**config.mk**
```make
export PLATFORM = sky130hd
export DESIGN_NAME = dtw_query_seq
export DESIGN_NICKNAME = d
export VERILOG_FILES = /design/src/rtl/dtw_pkg.sv /design/src/rtl/dtw_qseq_outreg.sv /design/src/rtl/dtw_query_seq.sv
export SDC_FILE = /design/constraint.sdc
export NUM_CORES = 1
export LEC_CHECK = 0
export ABC_AREA = 0
export CAP_MARGIN = 20
export CORE_AREA = 2 2 104 106
export CTS_BUF_LIST = sky130_fd_sc_hd__clkbuf_4 sky130_fd_sc_hd__clkbuf_8
export DETAILED_ROUTE_END_ITERATION = 10
export DIE_AREA = 0 0 106 108
export PLACE_DENSITY = 0.82
export RECOVER_POWER = 25
export SYNTH_ARGS = -nofsm -noshare
export SYNTH_HDL_FRONTEND = slang
export SYNTH_SLANG_ARGS = --single-unit
```
**constraint.sdc**
```tcl
create_clock -name clk -period 4 [get_ports clk]
set_input_delay 0.6 -clock clk [delete_from_list [all_inputs] [get_ports clk]]
set_output_delay 0.6 -clock clk [all_outputs]
set_load 0.05 [all_outputs]
```
**src/rtl/dtw_pkg.sv**
```systemverilog
// ============================================================================
// Module   : dtw_pkg
// Brief    : Shared types and constants for the DTW query sequencer.
// Revision : 1.0
// ============================================================================
`default_nettype none

package dtw_pkg;

    localparam int SAMPLE_W = 16;
    localparam int QPTR_W   = 8;

    typedef enum logic [2:0] {
        S_IDLE   = 3'd0,
        S_LOAD   = 3'd1,
        S_LOADED = 3'd2,
        S_SWEEP  = 3'd3,
        S_DRAIN  = 3'd4
    } qseq_state_t;

endpackage

`default_nettype wire

```
**src/rtl/dtw_qseq_outreg.sv**
```systemverilog
// ============================================================================
// Module   : dtw_qseq_outreg
// Brief    : Valid/ready pair register; q passes from memory on the fresh cycle, held afterwards.
// Revision : 1.0
// ============================================================================
`default_nettype none

module dtw_qseq_outreg #(
    parameter int WIDTH = 16
) (
    input  logic             clk,
    input  logic             rst_n,
    input  logic             load,
    input  logic             ready,
    input  logic [WIDTH-1:0] q_in,
    input  logic [WIDTH-1:0] ref_in,
    input  logic             first_in,
    input  logic             last_in,
    output logic             valid,
    output logic [WIDTH-1:0] q,
    output logic [WIDTH-1:0] ref_out,
    output logic             first_out,
    output logic             last_out,
    output logic             slot_free
);

    localparam int PW = 2 * WIDTH + 2;

    // Layout: {q, ref, first, last}
    logic [PW-1:0] r_payload;
    logic          r_valid;
    logic          r_fresh;

    assign slot_free = !r_valid || ready;
    assign valid     = r_valid;
    // Memory data arrives the cycle after the read; once stalled, the captured copy is shown.
    assign q         = r_fresh ? q_in : r_payload[PW-1 -: WIDTH];
    assign ref_out   = r_payload[WIDTH+1 -: WIDTH];
    assign first_out = r_payload[1];
    assign last_out  = r_payload[0];

    always_ff @(posedge clk or negedge rst_n) begin
        if (!rst_n) begin
            r_payload <= '0;
            r_valid   <= 1'b0;
            r_fresh   <= 1'b0;
        end else begin
            r_fresh                  <= load;
            r_payload[PW-1 -: WIDTH] <= q;
            if (load) begin
                r_valid              <= 1'b1;
                r_payload[WIDTH+1:0] <= {ref_in, first_in, last_in};
            end else if (ready) begin
                r_valid <= 1'b0;
            end
        end
    end

endmodule

`default_nettype wire

```
**src/rtl/dtw_query_seq.sv**
```systemverilog
// ============================================================================
// Module   : dtw_query_seq
// Brief    : Loads the DTW query memory, then sweeps it once per reference sample.
//            Define DTW_QSEQ_BP_EN to add the out_ready backpressure port.
// Revision : 1.0
// ============================================================================
`default_nettype none

module dtw_query_seq
    import dtw_pkg::*;
#(
    parameter int WIDTH = SAMPLE_W,
    parameter int PTR_W = QPTR_W
) (
    input  logic             clk,
    input  logic             rst_n,
    input  logic             load_start,
    input  logic             load_end,
    input  logic             s_valid,
    output logic             s_ready,
    input  logic [WIDTH-1:0] s_data,
    input  logic             ref_valid,
    output logic             ref_ready,
    input  logic [WIDTH-1:0] ref_data,
    output logic [PTR_W-1:0] mem_addr_r,
    output logic [PTR_W-1:0] mem_addr_w,
    output logic             mem_wren,
    output logic [WIDTH-1:0] mem_din,
    input  logic [WIDTH-1:0] mem_dout,
    output logic             out_valid,
`ifdef DTW_QSEQ_BP_EN
    input  logic             out_ready,
`endif
    output logic [WIDTH-1:0] out_q,
    output logic [WIDTH-1:0] out_ref,
    output logic             out_first,
    output logic             out_last,
    output logic [PTR_W:0]   qlen,
    output logic             busy,
    output logic             err
);

    localparam int               DEPTH       = 2 ** PTR_W;
    localparam logic [PTR_W-1:0] c_last_addr = PTR_W'(DEPTH - 1);

    qseq_state_t      r_state;
    qseq_state_t      w_state_nxt;
    logic [PTR_W-1:0] r_wptr;
    logic [PTR_W-1:0] r_rptr;
    logic [PTR_W:0]   r_wcnt;
    logic [PTR_W:0]   r_qlen;
    logic [PTR_W:0]   w_wcnt_nxt;
    logic [WIDTH-1:0] r_ref;
    logic             r_err;

    logic w_out_ready;
    logic w_slot_free;
    logic w_start;
    logic w_wr;
    logic w_close;
    logic w_ref_acc;
    logic w_rd;
    logic w_rd_last;

`ifdef DTW_QSEQ_BP_EN
    assign w_out_ready = out_ready;
`else
    assign w_out_ready = 1'b1;
`endif

    assign w_start    = load_start && (r_state == S_IDLE || r_state == S_LOADED);
    assign w_wr       = (r_state == S_LOAD) && s_valid;
    assign w_wcnt_nxt = r_wcnt + (PTR_W + 1)'(w_wr);
    // Writing the top address closes the load even without load_end.
    assign w_close    = (r_state == S_LOAD) && (load_end || (w_wr && r_wptr == c_last_addr));
    assign w_ref_acc  = (r_state == S_LOADED) && !load_start && ref_valid;
    assign w_rd       = (r_state == S_SWEEP) && w_slot_free;
    assign w_rd_last  = ({1'b0, r_rptr} == (r_qlen - 1'b1));

    always_comb begin
        w_state_nxt = r_state;
        case (r_state)
            S_IDLE: begin
                if (load_start) w_state_nxt = S_LOAD;
            end
            S_LOAD: begin
                if (w_close) w_state_nxt = (w_wcnt_nxt == '0) ? S_IDLE : S_LOADED;
            end
            S_LOADED: begin
                if (load_start)     w_state_nxt = S_LOAD;
                else if (ref_valid) w_state_nxt = S_SWEEP;
            end
            S_SWEEP: begin
                if (w_rd && w_rd_last) w_state_nxt = S_DRAIN;
            end
            S_DRAIN: begin
                if (w_slot_free) w_state_nxt = S_LOADED;
            end
            default: w_state_nxt = S_IDLE;
        endcase
    end

    always_ff @(posedge clk or negedge rst_n) begin
        if (!rst_n) begin
            r_state <= S_IDLE;
            r_wptr  <= '0;
            r_rptr  <= '0;
            r_wcnt  <= '0;
            r_qlen  <= '0;
            r_ref   <= '0;
            r_err   <= 1'b0;
        end else begin
            r_state <= w_state_nxt;
            if (w_start) begin
                r_wptr <= '0;
                r_wcnt <= '0;
                r_err  <= 1'b0;
            end
            if (w_wr) begin
                r_wptr <= r_wptr + 1'b1;
                r_wcnt <= w_wcnt_nxt;
            end
            // The previous query length stays valid until a reload actually closes.
            if (w_close) begin
                if (w_wcnt_nxt == '0) r_err  <= 1'b1;
                else                  r_qlen <= w_wcnt_nxt;
            end
            if (w_ref_acc) begin
                r_ref  <= ref_data;
                r_rptr <= '0;
            end
            if (w_rd && !w_rd_last) r_rptr <= r_rptr + 1'b1;
        end
    end

    assign s_ready    = (r_state == S_LOAD);
    assign ref_ready  = (r_state == S_LOADED) && !load_start;
    assign mem_wren   = w_wr;
    assign mem_addr_w = r_wptr;
    assign mem_din    = w_wr ? s_data : '0;
    assign mem_addr_r = (r_state == S_SWEEP) ? r_rptr : '0;
    assign qlen       = r_qlen;
    assign busy       = (r_state != S_IDLE) && (r_state != S_LOADED);
    assign err        = r_err;

    dtw_qseq_outreg #(
        .WIDTH (WIDTH)
    ) u_outreg (
        .clk       (clk),
        .rst_n     (rst_n),
        .load      (w_rd),
        .ready     (w_out_ready),
        .q_in      (mem_dout),
        .ref_in    (r_ref),
        .first_in  (r_rptr == '0),
        .last_in   (w_rd_last),
        .valid     (out_valid),
        .q         (out_q),
        .ref_out   (out_ref),
        .first_out (out_first),
        .last_out  (out_last),
        .slot_free (w_slot_free)
    );

endmodule

`default_nettype wire
```
# Word level (Yosys, flattened, before mapping)
# Index checks and enable logic that the tools add are counted.
# Widths: inputs -> output; s select.
# op_classes
addsub	4
bitwise_logic	1
n_reduce_logical	21
n_mux	20
n_eq_ne	11
# op_table
op	n
$mux 8	5
$mux 16	2
$mux 9	2
$add 8x1->8 const B	2
$mux 3	5
$pmux 3 s5	1
$add 9x1->9	1
$eq 8x9->1	1
$logic_and 1x1->1	9
$logic_not 9->1	1
$sub 9x1->9 const B	1
$eq 8x8->1 const B	1
$logic_not 8->1	1
$eq 3x2->1 const B	2
$mux 1	4
$ne 2x2->1 const B	2
$reduce_and 4->1	1
$reduce_bool 2->1	2
$eq 3x1->1 const B	1
$eq 3x3->1 const B	1
$logic_not 3->1	1
$ne 3x2->1 const B	1
$ne 3x3->1 const B	1
$reduce_bool 3->1	1
other kinds (6)	8
# totals
register_bits	90
wordCells	68
in_bits	54

# Longest topological paths before layout
# Gate-level depths: netlist (run 1).
# depth
depth_word	7
depth_mapped	14
depth_no_buf	11

# Modules after synthesis
# Synthesis (run 1) repeated with hierarchy kept, for this count alone.
# hier_totals
hier_cells	413
hier_area_um2	4692.0
# by_module_without_submodules
mod	cells_each	area_per_inst_um2	n_inst
dtw_query_seq	321	3146.8	1
dtw_qseq_outreg	92	1545.2	1

# Worst setup path after synthesis (run 1)
# No wires, ideal clock.
# synth_timing
kind	input -> register
from	input port s_valid
to	register r_state[1]
setup_ns	0.139
path_slack_ns	-0.091
required_time_ns	3.861
t_arrival_ns	3.952
stages	14
path_buffers	4
cell_sequence	clkbuf_1 nand2_1 inv_1 clkbuf_1 ha_1 ha_1 and2_1 buf_2 a21oi_1 o32a_1 nor4_1 nor2b_1 buf_2 or4_1
# synth_via
elab_chain_cells	6
elab_cells_between_ends	11
cone_classes	1 x add/sub; 1 x eq/ne; 3 x mux; 6 x reduce/logical
# synth_lines
item	line_no	source
start: declaration	dtw_query_seq.sv:19	input logic s_valid,
$logic_and 1x1->1 (*)	dtw_query_seq.sv:72	assign w_wr = (r_state == S_LOAD) && s_valid;
named net mem_wren	dtw_query_seq.sv:27	output logic mem_wren,
$add 9x1->9 or $logic_and 1x1->1 (tied branches)	dtw_query_seq.sv:73, dtw_query_seq.sv:75	
$logic_not 9->1 or $logic_or 1x1->1 (tied branches)	dtw_query_seq.sv:87, dtw_query_seq.sv:75	
$mux 2 or $logic_and 1x1->1 (tied branches)	dtw_query_seq.sv:87, dtw_query_seq.sv:75	
$mux 3 or $ne 2x1->1 (tied branches)	n/a	
$pmux 3 s5 or $reduce_and 4->1 (tied branches)	n/a	
end signal: assignment	dtw_query_seq.sv:113	r_state <= w_state_nxt;
end: declaration	dtw_query_seq.sv:46	qseq_state_t r_state;
# Mark *: on every way through the listed nets, which the timed path passes. The rest lies on a longest branch. The select of a mux whose other input is x is not followed.
# A chain may end at the register's enable or synchronous reset.

# Worst setup path after layout (run 1)
# layout_timing
from	register r_state[2]
to	register r_qlen[4] (netlist: qlen[4])
# layout_via
elab_chain_cells	6
elab_cells_between_ends	9
cone_classes	1 x add/sub; 1 x eq/ne; 1 x bitwise; 6 x reduce/logical
# layout_lines
item	line_no	source
$eq 3x1->1 (*)	dtw_query_seq.sv:72, dtw_query_seq.sv:75	
$logic_and 1x1->1	dtw_query_seq.sv:72	
$add 9x1->9 or $logic_and 1x1->1 (tied branches)	dtw_query_seq.sv:73, dtw_query_seq.sv:75	
$logic_not 9->1 or $logic_or 1x1->1 (tied branches)	dtw_query_seq.sv:125, dtw_query_seq.sv:75	
$not 1->1 (no source line) or $logic_and 1x1->1 (tied branches)	n/a	
$reduce_and 2->1 (no source line)	n/a	
end signal: assignment	dtw_query_seq.sv:126	else r_qlen <= w_wcnt_nxt;
end: declaration	dtw_query_seq.sv:51	logic [PTR_W:0] r_qlen;
# Mark *: on every way between the ends. The rest lies on a longest branch, timed or not.

==> metrics.md, run 1 <==
| Metric | Value |
|---|---|
| Largest net degree at the start of global routing | `65` |
| Routed length per instance | `15.54 um` |
| Synthesized area | `4514 um2` |
| Die X | `106 um` |
| Seq cells post-synth | `89` |
| Vias in the first global route | `3744` |
| Crit Path Class | `register to register` |
| Slowest CP cell | `nor2b_1` |
| Synth Warn # | `0` |
| CTS Buf Count | `9` |
| Hold-fix buffers, CTS | `0` |
| Synth unique cells | `55` |
| Relative slew slack | `-2.002%` |
| CP top delay family | `simple AND/OR/NAND/NOR gates` |
| Antenna violations before repair | `0` |
| WP buf/inv | `1` |
| Routed Antenna Nets | `0` |
| # DRC | `0` |
| Setup Buffers After CTS | `0` |
| RSZ-0062 raised after global routing | `false` |
| Crit path arrival time | `3.57 ns` |
| DR pass1 iterations | `4` |
| TritonCTS clock tree | `built` |
| H-tree Lvls | `3` |
| HP Class | `register to register` |
| Register Area | `2227 um2` |
| Post-Route WL | `10880 um` |
| # IOs | `135` |
| Fin crit period | `3.330 ns` |
| Critical-path cell list | `nor3b_2 -> nand2_1 -> inv_1 -> ha_1 -> ha_1 -> and2_1 -> nand4_1 -> xnor2_1 -> nor4_1 -> nor2b_1 -> mux2_2` |
| Max-Cap Viols | `1` |
| Gr usage total | `19.93%` |
| Pwr/cell area | `602.2 nW/um2` |
| Largest cells by area after synthesis | `dfrtp_1 49%, mux2_2 9.7%, nand2_1 6.6%` |
| Top-area cell type share of the netlist area | `49.33%` |
| Ys async rst share | `100.0%` |
| Final setup fails | `0` |
| Worst setup SP type | `register` |
| Vias per cell | `5.234` |
| IR Drop Worst-Case VDD | `0.0003191 V` |
| Clock Latency Late Sink | `0.37 ns` |
| Core area | `10230 um2` |
| First-pass GRT wire length | `18010 um` |
| WHS | `0.4645 ns` |
| Area Growth Syn to Fin | `34.48%` |
| Layout net count | `620` |
| CP max stage delay | `0.63 ns` |
| Cell taking the most area after synthesis | `dfrtp_1` |
| Multi-input logic area | `2001 um2` |
| Clock skew | `0.01109 ns` |
| Hold Vio Cnt, Final | `0` |
| Post-DP HPWL | `8217 um` |
| Critical path endpoint category | `register` |
| Share of layout cells above drive strength 1 | `13.48%` |
| Final Slew Violations | `65` |
| Worst Path Required | `4.24 ns` |
| Post-synth EDFFs | `0` |
| Seq/Total Area, Yosys | `49.33%` |
| P_leak | `2.751 nW` |
| Site Rows | `37` |
| Cts repair resizes | `0` |
| FMAX | `300.3 MHz` |
| Outcome | `complete, but fails checks` |
| Max Buffers Root-to-Sink | `2` |
| Gate Count Post-Synth | `443` |
| # fillers | `828` |
| Syn avg cell area | `10.19 um2` |
| Synth Net Count | `504` |
| # clock sinks | `89` |
| Worst Tran Pin Value | `1.530 ns` |
| Violated checks | `max-capacitance violations, max-slew violations` |
| GP Congestion | `0.8365` |
| Most numerous cell on the critical path | `ha_1` |
| Clock Tree Root | `clkbuf_8` |
| Die Area | `11450 um2` |
| Setup TNS Final | `0 ns` |
| Via count | `3664` |
| Die H | `108 um` |
| Initial DRC count | `227` |
| Critical path fanouts, max | `10` |
| Clock transition at the registers of the reported paths | `0.09 ns` |
| Port bufs | `134` |
| Gr ovfl total | `0` |
| Most used flip-flop cell after synthesis | `dfrtp_1` |
| Final Cycle Share | `83.24%` |
| Starting Density | `44.12%` |
| Diode count | `0` |
final timing paths:
check,from,end,slack [ns],depth (start not counted)
min in group asynchronous,rst_n,mem_addr_w[0],0.61,1
hold reg to reg,r_ref[14],u_outreg.r_payload[16],0.46,2
setup / recovery,r_state[2],qlen[4],0.67,11
max in group asynchronous,rst_n,u_outreg.r_payload[4],1.44,2
setup reg to reg,r_state[2],qlen[4],0.67,11
hold / removal,r_ref[14],u_outreg.r_payload[16],0.46,2
cell usage after synthesis, drive strengths merged (2+ instances only):
| master | count |
|---|---|
| a21oi | 8 |
| a221o | 2 |
| a31oi | 5 |
| and2 | 4 |
| and3 | 19 |
| buf | 25 |
| clkbuf | 12 |
| dfrtp | 89 |
| ha | 7 |
| inv | 19 |
| mux2 | 39 |
| mux2i | 4 |
| nand2 | 79 |
| nand3 | 13 |
| nand3b | 3 |
| nand4 | 7 |
| nor2 | 23 |
| nor2b | 3 |
| nor3 | 8 |
| nor3b | 3 |
| nor4bb | 2 |
| o211ai | 3 |
| o21ai | 20 |
| o221ai | 4 |
| o22ai | 3 |
| o31ai | 2 |
| o41ai | 2 |
| or2 | 2 |
| or4 | 3 |
| xnor2 | 10 |
| xor2 | 8 |
routing by layer:
layer / vias up / part of all wire, % / track usage, % / wire (um)
met5: - / 0 / 0 / 0
met4: 0 / 2.1 / 8.459 / 231
met3: 19 / 5.5 / 3.797 / 595
met2: 130 / 50 / 33.92 / 5399
met1: 1765 / 43 / 25.04 / 4654
li1: 1750 / - / - / -
where the power goes:
group          switching (mW)  internal [mW]
clock network           0.322          0.318
logic                    1.04          0.643
registers               0.202           1.13
cell type report:
cell class                 instances  share of cell area (%)
sequential                        89                   36.69
inverter                          19                   1.175
clock inverter                     5                   1.051
tap                              136                   2.803
timing repair buffer             142                   22.94
multi-input combinational        298                   32.96
clock buffer                      11                   2.391
sequential cells by signal, indices dropped and copies added, names as in the netlist, 3 cells and up:
register	flops
u_outreg.r_payload	34
r_ref	16
qlen	9
r_wcnt	9
mem_addr_w	8
r_rptr	8
r_state	3
stage by stage:
stage / cells / util (%) / setup WS [ns] / cell area [um2] / power, mW
after global routing: 700 / 59.34 / 0.3947 / 6071 / 3.860
after global placement: 684 / 57.36 / 0.3876 / 5868 / 2.997
final: 700 / 59.34 / 0.6702 / 6071 / 3.656
after floorplan: 443 / - / 0.2770 / 4516 / 2.556
after CTS: 700 / 59.40 / 0.6914 / 6077 / 3.687
after detailed placement: 684 / 57.36 / 0.3363 / 5868 / 3.044
worst reg2reg max path, delay by kind of cell (launching register included):
kind                       cells  cell delay (ns)
xor gates and xnor gates       1             0.25
and+or+nand+nor                6             1.50
buffers and inverters          1             0.09
muxes                          1             0.42
adders and majority gates      2             0.51
DFF                            1             0.43
placed cells by master (no fill, tap or decap), types with 3 or more instances in the layout:
cell type	count
a21oi_1	8
ha_1	7
xnor2_1	10
nor2_1	21
and2_1	4
nand4_1	7
nor2b_1	3
clkdlybuf4s50_1	133
mux2_2	39
dfrtp_1	89
inv_1	19
mux2i_1	4
o211ai_1	3
xor2_1	8
buf_4	7
a31oi_1	5
clkbuf_8	10
and3_1	19
o21ai_0	19
nand3_1	13
o221ai_2	3
nand2_1	79
nor3_1	7
logic make-up (layout without fill, tap and decap cells):
| group | Yosys count | after routing | synth area share (%) |
|---|---|---|---|
| AOI/OAI and AO/OA | 55 | 55 | 8.758 |
| buffers and inverters | 56 | 177 | 6.458 |
| adders and majority gates | 7 | 7 | 1.940 |
| muxes | 43 | 43 | 10.62 |
| DFF | 89 | 89 | 49.33 |
| and+or+nand+nor | 175 | 175 | 19.40 |
| xor gates and xnor gates | 18 | 18 | 3.492 |
No activity file was read; power rests on OpenSTA's default activity.
==> inputs of run 2 (changes only) <==
==> constraint.sdc (replaced) <==
create_clock -name clk -period 3.25 [get_ports clk]
set_input_delay 0.4875 -clock clk [delete_from_list [all_inputs] [get_ports clk]]
set_output_delay 0.4875 -clock clk [all_outputs]
set_load 0.05 [all_outputs]
==> run 2 against run 1 <==
The flow still finishes with violations (max-capacitance violations, max-slew violations). Clock-buffer cell count unchanged. Largest cell class unchanged. Maximum frequency is 9.7% higher. First-iteration DRC count decreased by 6.6%. Routed wire length increased by 3.1%. Utilization increased by 0.68 points. Final cell count up 1.3%. Clock power is 25% higher. Critical path depth unchanged. Register-to-register slack got worse by 0.46 ns. Cell area grew 1.2%. Global-route usage is 0.28 points higher. Via count up 0.74%.
==> metrics.md, run 2 (synthesis results as in run 1) <==
| Metric | Value |
|---|---|
| Pwr/cell area | `736.9 nW/um2 (+22%)` |
| Final setup fails | `0 (unchanged)` |
| Max-Cap Viols | `1 (unchanged)` |
| Worst setup SP type | `register` |
| # fillers | `827 (-0.12%)` |
| WP buf/inv | `1 (unchanged)` |
| Sw Pwr | `1.944 mW (+25%)` |
| Critical path fanouts, max | `10 (unchanged)` |
| Clock Latency Late Sink | `0.36 ns (about the same)` |
| Non-Filler Instances | `709 (+1.3%)` |
| FMAX | `329.4 MHz (+9.7%)` |
| Worst Tran Pin Value | `1.946 ns (+0.4163 ns)` |
| Starting Density | `44.12% (unchanged)` |
| Critical-path cell list | `nor3b_2 -> nand2_2 -> inv_1 -> ha_1 -> ha_2 -> and2_1 -> nand4_1 -> xnor2_1 -> nor4_2 -> nor2b_1 -> mux2_2` |
| Antenna violations before repair | `0 (unchanged)` |
| Initial DRC count | `212 (-6.6%)` |
| Inst Count DP | `693 (+1.3%)` |
| P_leak | `2.810 nW (+2.1%)` |
| Clock Tree Root | `clkbuf_8` |
| Gr ovfl total | `0 (unchanged)` |
| RSZ-0062 raised after global routing | `false` |
| Core area | `10230 um2 (unchanged)` |
| Switching Fraction | `42.97% (+0.31 points)` |
| Sequential Power Share | `36.4% (-0.2 points)` |
| Final Power | `4.525 mW (+24%)` |
| Final Slew Violations | `38 (-42%)` |
| Cts repair resizes | `0 (unchanged)` |
| Gr usage total | `20.21% (+0.28 points)` |
| Die H | `108 um (unchanged)` |
| Cell count of the worst reg-to-reg path | `11 (unchanged)` |
| Most frequent cells in the layout | `124 x clkdlybuf4s50_1, 89 x dfrtp_1, 78 x nand2_1` |
| HP Class | `register to register` |
| Site Rows | `37 (unchanged)` |
| Die X | `106 um (unchanged)` |
| Critical path endpoint category | `register` |
| Via count | `3691 (+0.74%)` |
| Crit path arrival time | `3.28 ns (-0.29 ns)` |
| First-pass GRT wire length | `18350 um (+1.9%)` |
| Clock transition at the registers of the reported paths | `0.09 ns (about the same)` |
| Largest net degree at the start of global routing | `38 (-42%)` |
| Multi-input logic area | `2012 um2 (+0.56%)` |
| Place WS | `-0.06051 ns (-0.3968 ns)` |
| R2R Path Start | `r_state[1]` |
| Diode count | `0 (unchanged)` |
| Routed length per instance | `15.82 um (+1.8%)` |
| CP max stage delay | `0.61 ns (-0.02 ns)` |
| TritonCTS clock tree | `built` |
| Max Buffers Root-to-Sink | `2 (unchanged)` |
| Hold Vio Cnt, Final | `0 (unchanged)` |
| CTS Buf Count | `9 (unchanged)` |
| Vias per cell | `5.206 (-0.54%)` |
| Hold EP | `u_outreg.r_payload[4]` |
| DR pass1 iterations | `4 (unchanged)` |
| # IOs | `135 (unchanged)` |
| Worst Path Required | `3.49 ns (-0.75 ns)` |
| Largest registers | `u_outreg.r_payload (34), r_ref (16)` |
| Hold-fix buffers, CTS | `0 (unchanged)` |
| Reg with most FFs | `u_outreg.r_payload` |
| Clock power frac | `17.7% (+0.2 points)` |
| H-tree Lvls | `3 (unchanged)` |
| Crit Path Class | `register to register` |
| Routed Antenna Nets | `0 (unchanged)` |
| Worst R2R Setup Slack | `0.21 ns (-0.46 ns)` |
| Area Growth Syn to Fin | `36.03%` |
| Finished Core Util | `60.02% (+0.68 points)` |
| Slowest CP cell | `nor2b_1` |
| # DRC | `0 (unchanged)` |
| Hold path startpoint | `r_ref[2]` |
| Vias in the first global route | `3792 (+1.3%)` |
| Relative slew slack | `-29.75% (-28 points)` |
| Clock skew | `0.009999 ns (-0.001089 ns)` |
| Die Area | `11450 um2 (unchanged)` |
| Hold Crit Depth | `2 (unchanged)` |
| Setup Buffers After CTS | `0 (unchanged)` |
| R2R Path End | `qlen[8]` |
| GP Congestion | `0.8726 (+4.3%)` |
| Final WS setup | `0.2146 ns (-0.4556 ns)` |
| Layout net count | `629 (+1.5%)` |
| Combinational share of power | `45.8% (about the same)` |
| Outcome | `complete, but fails checks` |
| Share of layout cells above drive strength 1 | `16.93% (+3.5 points)` |
| Post-DP HPWL | `8606 um (+4.7%)` |
| Internal power | `2.581 mW (+23%)` |
| Port bufs | `134 (unchanged)` |
| IR Drop Worst-Case VDD | `0.0004735 V (+48%)` |
| # clock sinks | `89 (unchanged)` |
| Most common cell after layout, fill and taps aside | `clkdlybuf4s50_1` |
| CP top delay family | `simple AND/OR/NAND/NOR gates` |
| Post-Route WL | `11220 um (+3.1%)` |
| WHS | `0.4592 ns (-0.005308 ns)` |
| Max reg flops | `34 (unchanged)` |
| Fin crit period | `3.035 ns (-0.2944 ns)` |
| Violated checks | `max-capacitance violations, max-slew violations` |
| Register Area | `2227 um2 (unchanged)` |
| Final Cycle Share | `93.40% (+10 points)` |
## run 2: layout make-up
| type | instances | share of cell area [%] |
|---|---|---|
| clock inverter | 5 | 0.9984 |
| tap | 136 | 2.771 |
| multi-input combinational | 298 | 32.76 |
| clock buffer | 11 | 2.465 |
| sequential | 89 | 36.27 |
| inverter | 19 | 1.161 |
| timing repair buffer | 151 | 23.57 |
## run 2: worst max path at each step
stage                          start    endpoint  cells past startpoint
after floorplan           r_state[2]  r_state[1]                     14
final                     r_state[1]     qlen[8]                     11
after detailed placement     s_valid     qlen[2]                     11
after CTS                 r_state[1]     qlen[2]                     11
after global placement       s_valid     qlen[7]                     11
after global routing      r_state[1]     qlen[3]                     11
## run 2: metal layers
layer	up-vias	part of all wire [%]	track usage [%]
met5	-	0	0
met4	0	2.4	7.707
met3	18	4.6	3.617
met2	121	51	34.70
met1	1784	42	25.64
li1	1768	-	-
## run 2: worst reg2reg max path: stages (launching register included)
cell and delay [ns]:
dfrtp_1 0.46, nor3b_2 0.25, nand2_2 0.08, inv_1 0.07
ha_1 0.17, ha_2 0.17, and2_1 0.21, nand4_1 0.14
xnor2_1 0.25, nor4_2 0.09, nor2b_1 0.61, mux2_2 0.41
## run 2: per-stage QoR
step	setup TNS [ns]	cell area, um2
after floorplan	0	4542
after global placement	0	5937
after detailed placement	-0.3494	5937
after CTS	0	6150
after global routing	0	6141
final	0	6141
## run 2: power groups by stage
stage | Combinational, mW | Sequential (mW) | Clock [mW]
finish | 2.07 | 1.65 | 0.803
global placement | 2.04 | 1.65 | 0
floorplan | 1.48 | 1.67 | 0
detailed placement | 2.08 | 1.67 | 0
global route | 2.21 | 1.69 | 0.863
CTS | 2.09 | 1.65 | 0.825
==> inputs of run 3 (changes only) <==
--- a/config.mk
+++ b/config.mk
@@ -7,12 +7,13 @@
 export LEC_CHECK = 0
 export ABC_AREA = 0
 export CAP_MARGIN = 20
-export CORE_AREA = 2 2 104 106
+export CORE_AREA = 8 8 110 112
 export CTS_BUF_LIST = sky130_fd_sc_hd__clkbuf_4 sky130_fd_sc_hd__clkbuf_8
 export DETAILED_ROUTE_END_ITERATION = 10
-export DIE_AREA = 0 0 106 108
+export DIE_AREA = 0 0 118 120
 export PLACE_DENSITY = 0.82
 export RECOVER_POWER = 25
+export SKIP_CTS_REPAIR_TIMING = 1
 export SYNTH_ARGS = -nofsm -noshare
 export SYNTH_HDL_FRONTEND = slang
 export SYNTH_SLANG_ARGS = --single-unit
==> run 3 against run 2 <==
The run still ends with max-capacitance violations, max-slew violations left. Cell area shrank 0.35%. Hold slack better by 0.010 ns. Utilization is 1.8 points lower. Clock-buffer cell count fell by 2. Sequential cell count stayed put. Register-to-register slack improved by 0.14 ns.
==> metrics.md, run 3 (synthesis results as in run 1) <==
| Metric | Value |
|---|---|
| Post-Route WL | `12510 um (+12%)` |
| Cell count of the worst reg-to-reg path | `12 (+1)` |
| HP Class | `register to register` |
| WP buf/inv | `2 (+1)` |
| Reg with most FFs | `u_outreg.r_payload` |
| Setup TNS Final | `0 ns (unchanged)` |
| Clock Latency Late Sink | `0.36 ns (about the same)` |
| First-pass GRT wire length | `20550 um (+12%)` |
| FMAX | `345.4 MHz (+4.9%)` |
| # clock sinks | `89 (unchanged)` |
| Initial DRC count | `220 (+3.8%)` |
| Violated checks | `max-capacitance violations, max-slew violations` |
| Largest net degree at the start of global routing | `67 (+76%)` |
| Clock transition at the registers of the reported paths | `0.09 ns (about the same)` |
| Die X | `118 um (+11%)` |
| R2R Path End | `qlen[8]` |
| Max-Cap Viols | `1 (unchanged)` |
| Port bufs | `134 (unchanged)` |
| TritonCTS clock tree | `built` |
| Critical-path cell list | `nor3b_2 -> nand2_2 -> inv_1 -> ha_1 -> ha_2 -> and2_1 -> buf_4 -> xnor2_1 -> a31oi_1 -> nor4_2 -> nor2b_1 -> mux2_2` |
| Crit path to | `qlen[8]` |
| RSZ-0062 raised after global routing | `false` |
| Site Rows | `38 (+2.7%)` |
| Layout net count | `628 (-0.16%)` |
| CTS Buf Count | `9 (unchanged)` |
| Final Slew Violations | `67 (+76%)` |
| Vias per cell | `5.148 (-1.1%)` |
| P_leak | `2.801 nW (-0.30%)` |
| Die Area | `14160 um2 (+24%)` |
| Share of layout cells above drive strength 1 | `16.99% (+0.059 points)` |
| Max reg flops | `34 (unchanged)` |
| Core area | `10510 um2 (+2.7%)` |
| Diode count | `0 (unchanged)` |
| Total stage count of the critical path | `12 (+1)` |
| GP Congestion | `0.8884 (+1.8%)` |
| Final setup fails | `0 (unchanged)` |
| Gr usage total | `17.98% (-2.2 points)` |
| Worst Tran Pin Value | `1.687 ns (-0.2594 ns)` |
| Worst R2R Setup Slack | `0.36 ns (+0.14 ns)` |
| Outcome | `complete, but fails checks` |
| Largest registers | `u_outreg.r_payload (34), r_ref (16)` |
| Pwr/cell area | `735.8 nW/um2 (-0.14%)` |
| Clock skew | `0.01321 ns (+0.003206 ns)` |
| Critical path endpoint category | `register` |
| Fin crit period | `2.895 ns (-0.1405 ns)` |
| Crit Path Class | `register to register` |
| Hold Vio Cnt, Final | `0 (unchanged)` |
| Most common cell after layout, fill and taps aside | `clkdlybuf4s50_1` |
| Worst Path Required | `3.49 ns (about the same)` |
| Antenna violations before repair | `0 (unchanged)` |
| Slowest CP cell | `nor2b_1` |
| Starting Density | `42.96% (-1.2 points)` |
| Vias in the first global route | `4039 (+6.5%)` |
| Die H | `120 um (+11%)` |
| Critical path fanouts, max | `8 (-2)` |
| Crit path arrival time | `3.13 ns (-0.15 ns)` |
| IR Drop Worst-Case VDD | `0.0004781 V (+0.96%)` |
| Worst setup SP type | `register` |
| R2R Path Start | `r_state[1]` |
| DR pass1 iterations | `6 (+2)` |
| H-tree Lvls | `3 (unchanged)` |
| Relative slew slack | `-12.46% (+17 points)` |
| Worst Setup SP | `r_state[1]` |
| Area Growth Syn to Fin | `35.56%` |
| # IOs | `135 (unchanged)` |
| Clock Tree Root | `clkbuf_8` |
| Final Cycle Share | `89.07% (-4.3 points)` |
| Routed length per instance | `17.59 um (+11%)` |
| Via count | `3660 (-0.84%)` |
| Max Buffers Root-to-Sink | `2 (unchanged)` |
| Finished Core Util | `58.24% (-1.8 points)` |
| Routed Antenna Nets | `0 (unchanged)` |
| CP top delay family | `simple AND/OR/NAND/NOR gates` |
| # DRC | `0 (unchanged)` |
| Post-DP HPWL | `9567 um (+11%)` |
| Gr ovfl total | `0 (unchanged)` |
| CP max stage delay | `0.49 ns (-0.12 ns)` |
| # fillers | `899 (+8.7%)` |
| Most frequent cells in the layout | `123 x clkdlybuf4s50_1, 89 x dfrtp_1, 78 x nand2_1` |
run 3: cell types whose count changed in the layout (fill, tap and decap cells not counted):
cell | previous run | this run
buf_4 | 23 | 25
clkinv_2 | 1 | 2
clkbuf_8 | 11 | 9
clkbuf_1 | 1 | 0
clkdlybuf4s50_1 | 124 | 123
clkbuf_2 | 2 | 1
run 3: tightest hold or removal path: cells and delay by family (launching register included):
family           cells  cell delay [ns]
AND/OR/NAND/NOR      2             0.10
flip-flops           1             0.35
run 3: layer usage:
| metal | part of all wire (%) | GRT usage (%) | up-vias |
|---|---|---|---|
| li1 | - | - | 1762 |
| met1 | 40 | 20.29 | 1785 |
| met2 | 52 | 31.69 | 102 |
| met3 | 6.8 | 5.871 | 11 |
| met4 | 1.3 | 5.685 | 0 |
| met5 | 0 | 0 | - |
run 3: worst min path at each step:
stage	endpoint	from	slack, ns	cells after the start
floorplan	err	rst_n	0.19	0
global placement	u_outreg.r_payload[8]	r_ref[6]	0.44	2
detailed placement	u_outreg.r_payload[3]	r_ref[1]	0.45	2
CTS	r_ref[12]	rst_n	0.25	1
global route	u_outreg.r_payload[17]	u_outreg.r_payload[17]	0.50	2
finish	u_outreg.r_payload[3]	r_ref[1]	0.47	2
run 3: metrics by stage:
stage | hold slack, ns | power [mW] | instance area (um2) | worst slack (ns) | instances
after global routing | 0.4965 | 4.748 | 6120 | 0.08879 | 711
after global placement | 0.4414 | 3.692 | 5932 | 0.1347 | 696
after detailed placement | 0.4464 | 3.781 | 5932 | 0.07235 | 696
after floorplan | 0.1919 | 3.151 | 4542 | 0.01493 | 443
final | 0.4693 | 4.503 | 6120 | 0.3551 | 711
after CTS | 0.2530 | 4.538 | 6122 | 0.3461 | 711
run 3: power by group:
group | switching, mW | total, mW | internal [mW]
clock network | 0.394 | 0.749 | 0.355
logic | 1.32 | 2.10 | 0.784
registers | 0.256 | 1.65 | 1.40
total | 1.97 | 4.50 | 2.54
run 3: final cells by class:
cell class	count	area [um2]	area share, %
multi-input combinational	298	2012	32.88
timing repair buffer	150	1444	23.59
tap	140	175.2	2.862
clock inverter	6	66.31	1.084
sequential	89	2227	36.39
clock buffer	9	123.9	2.024
inverter	19	71.32	1.165
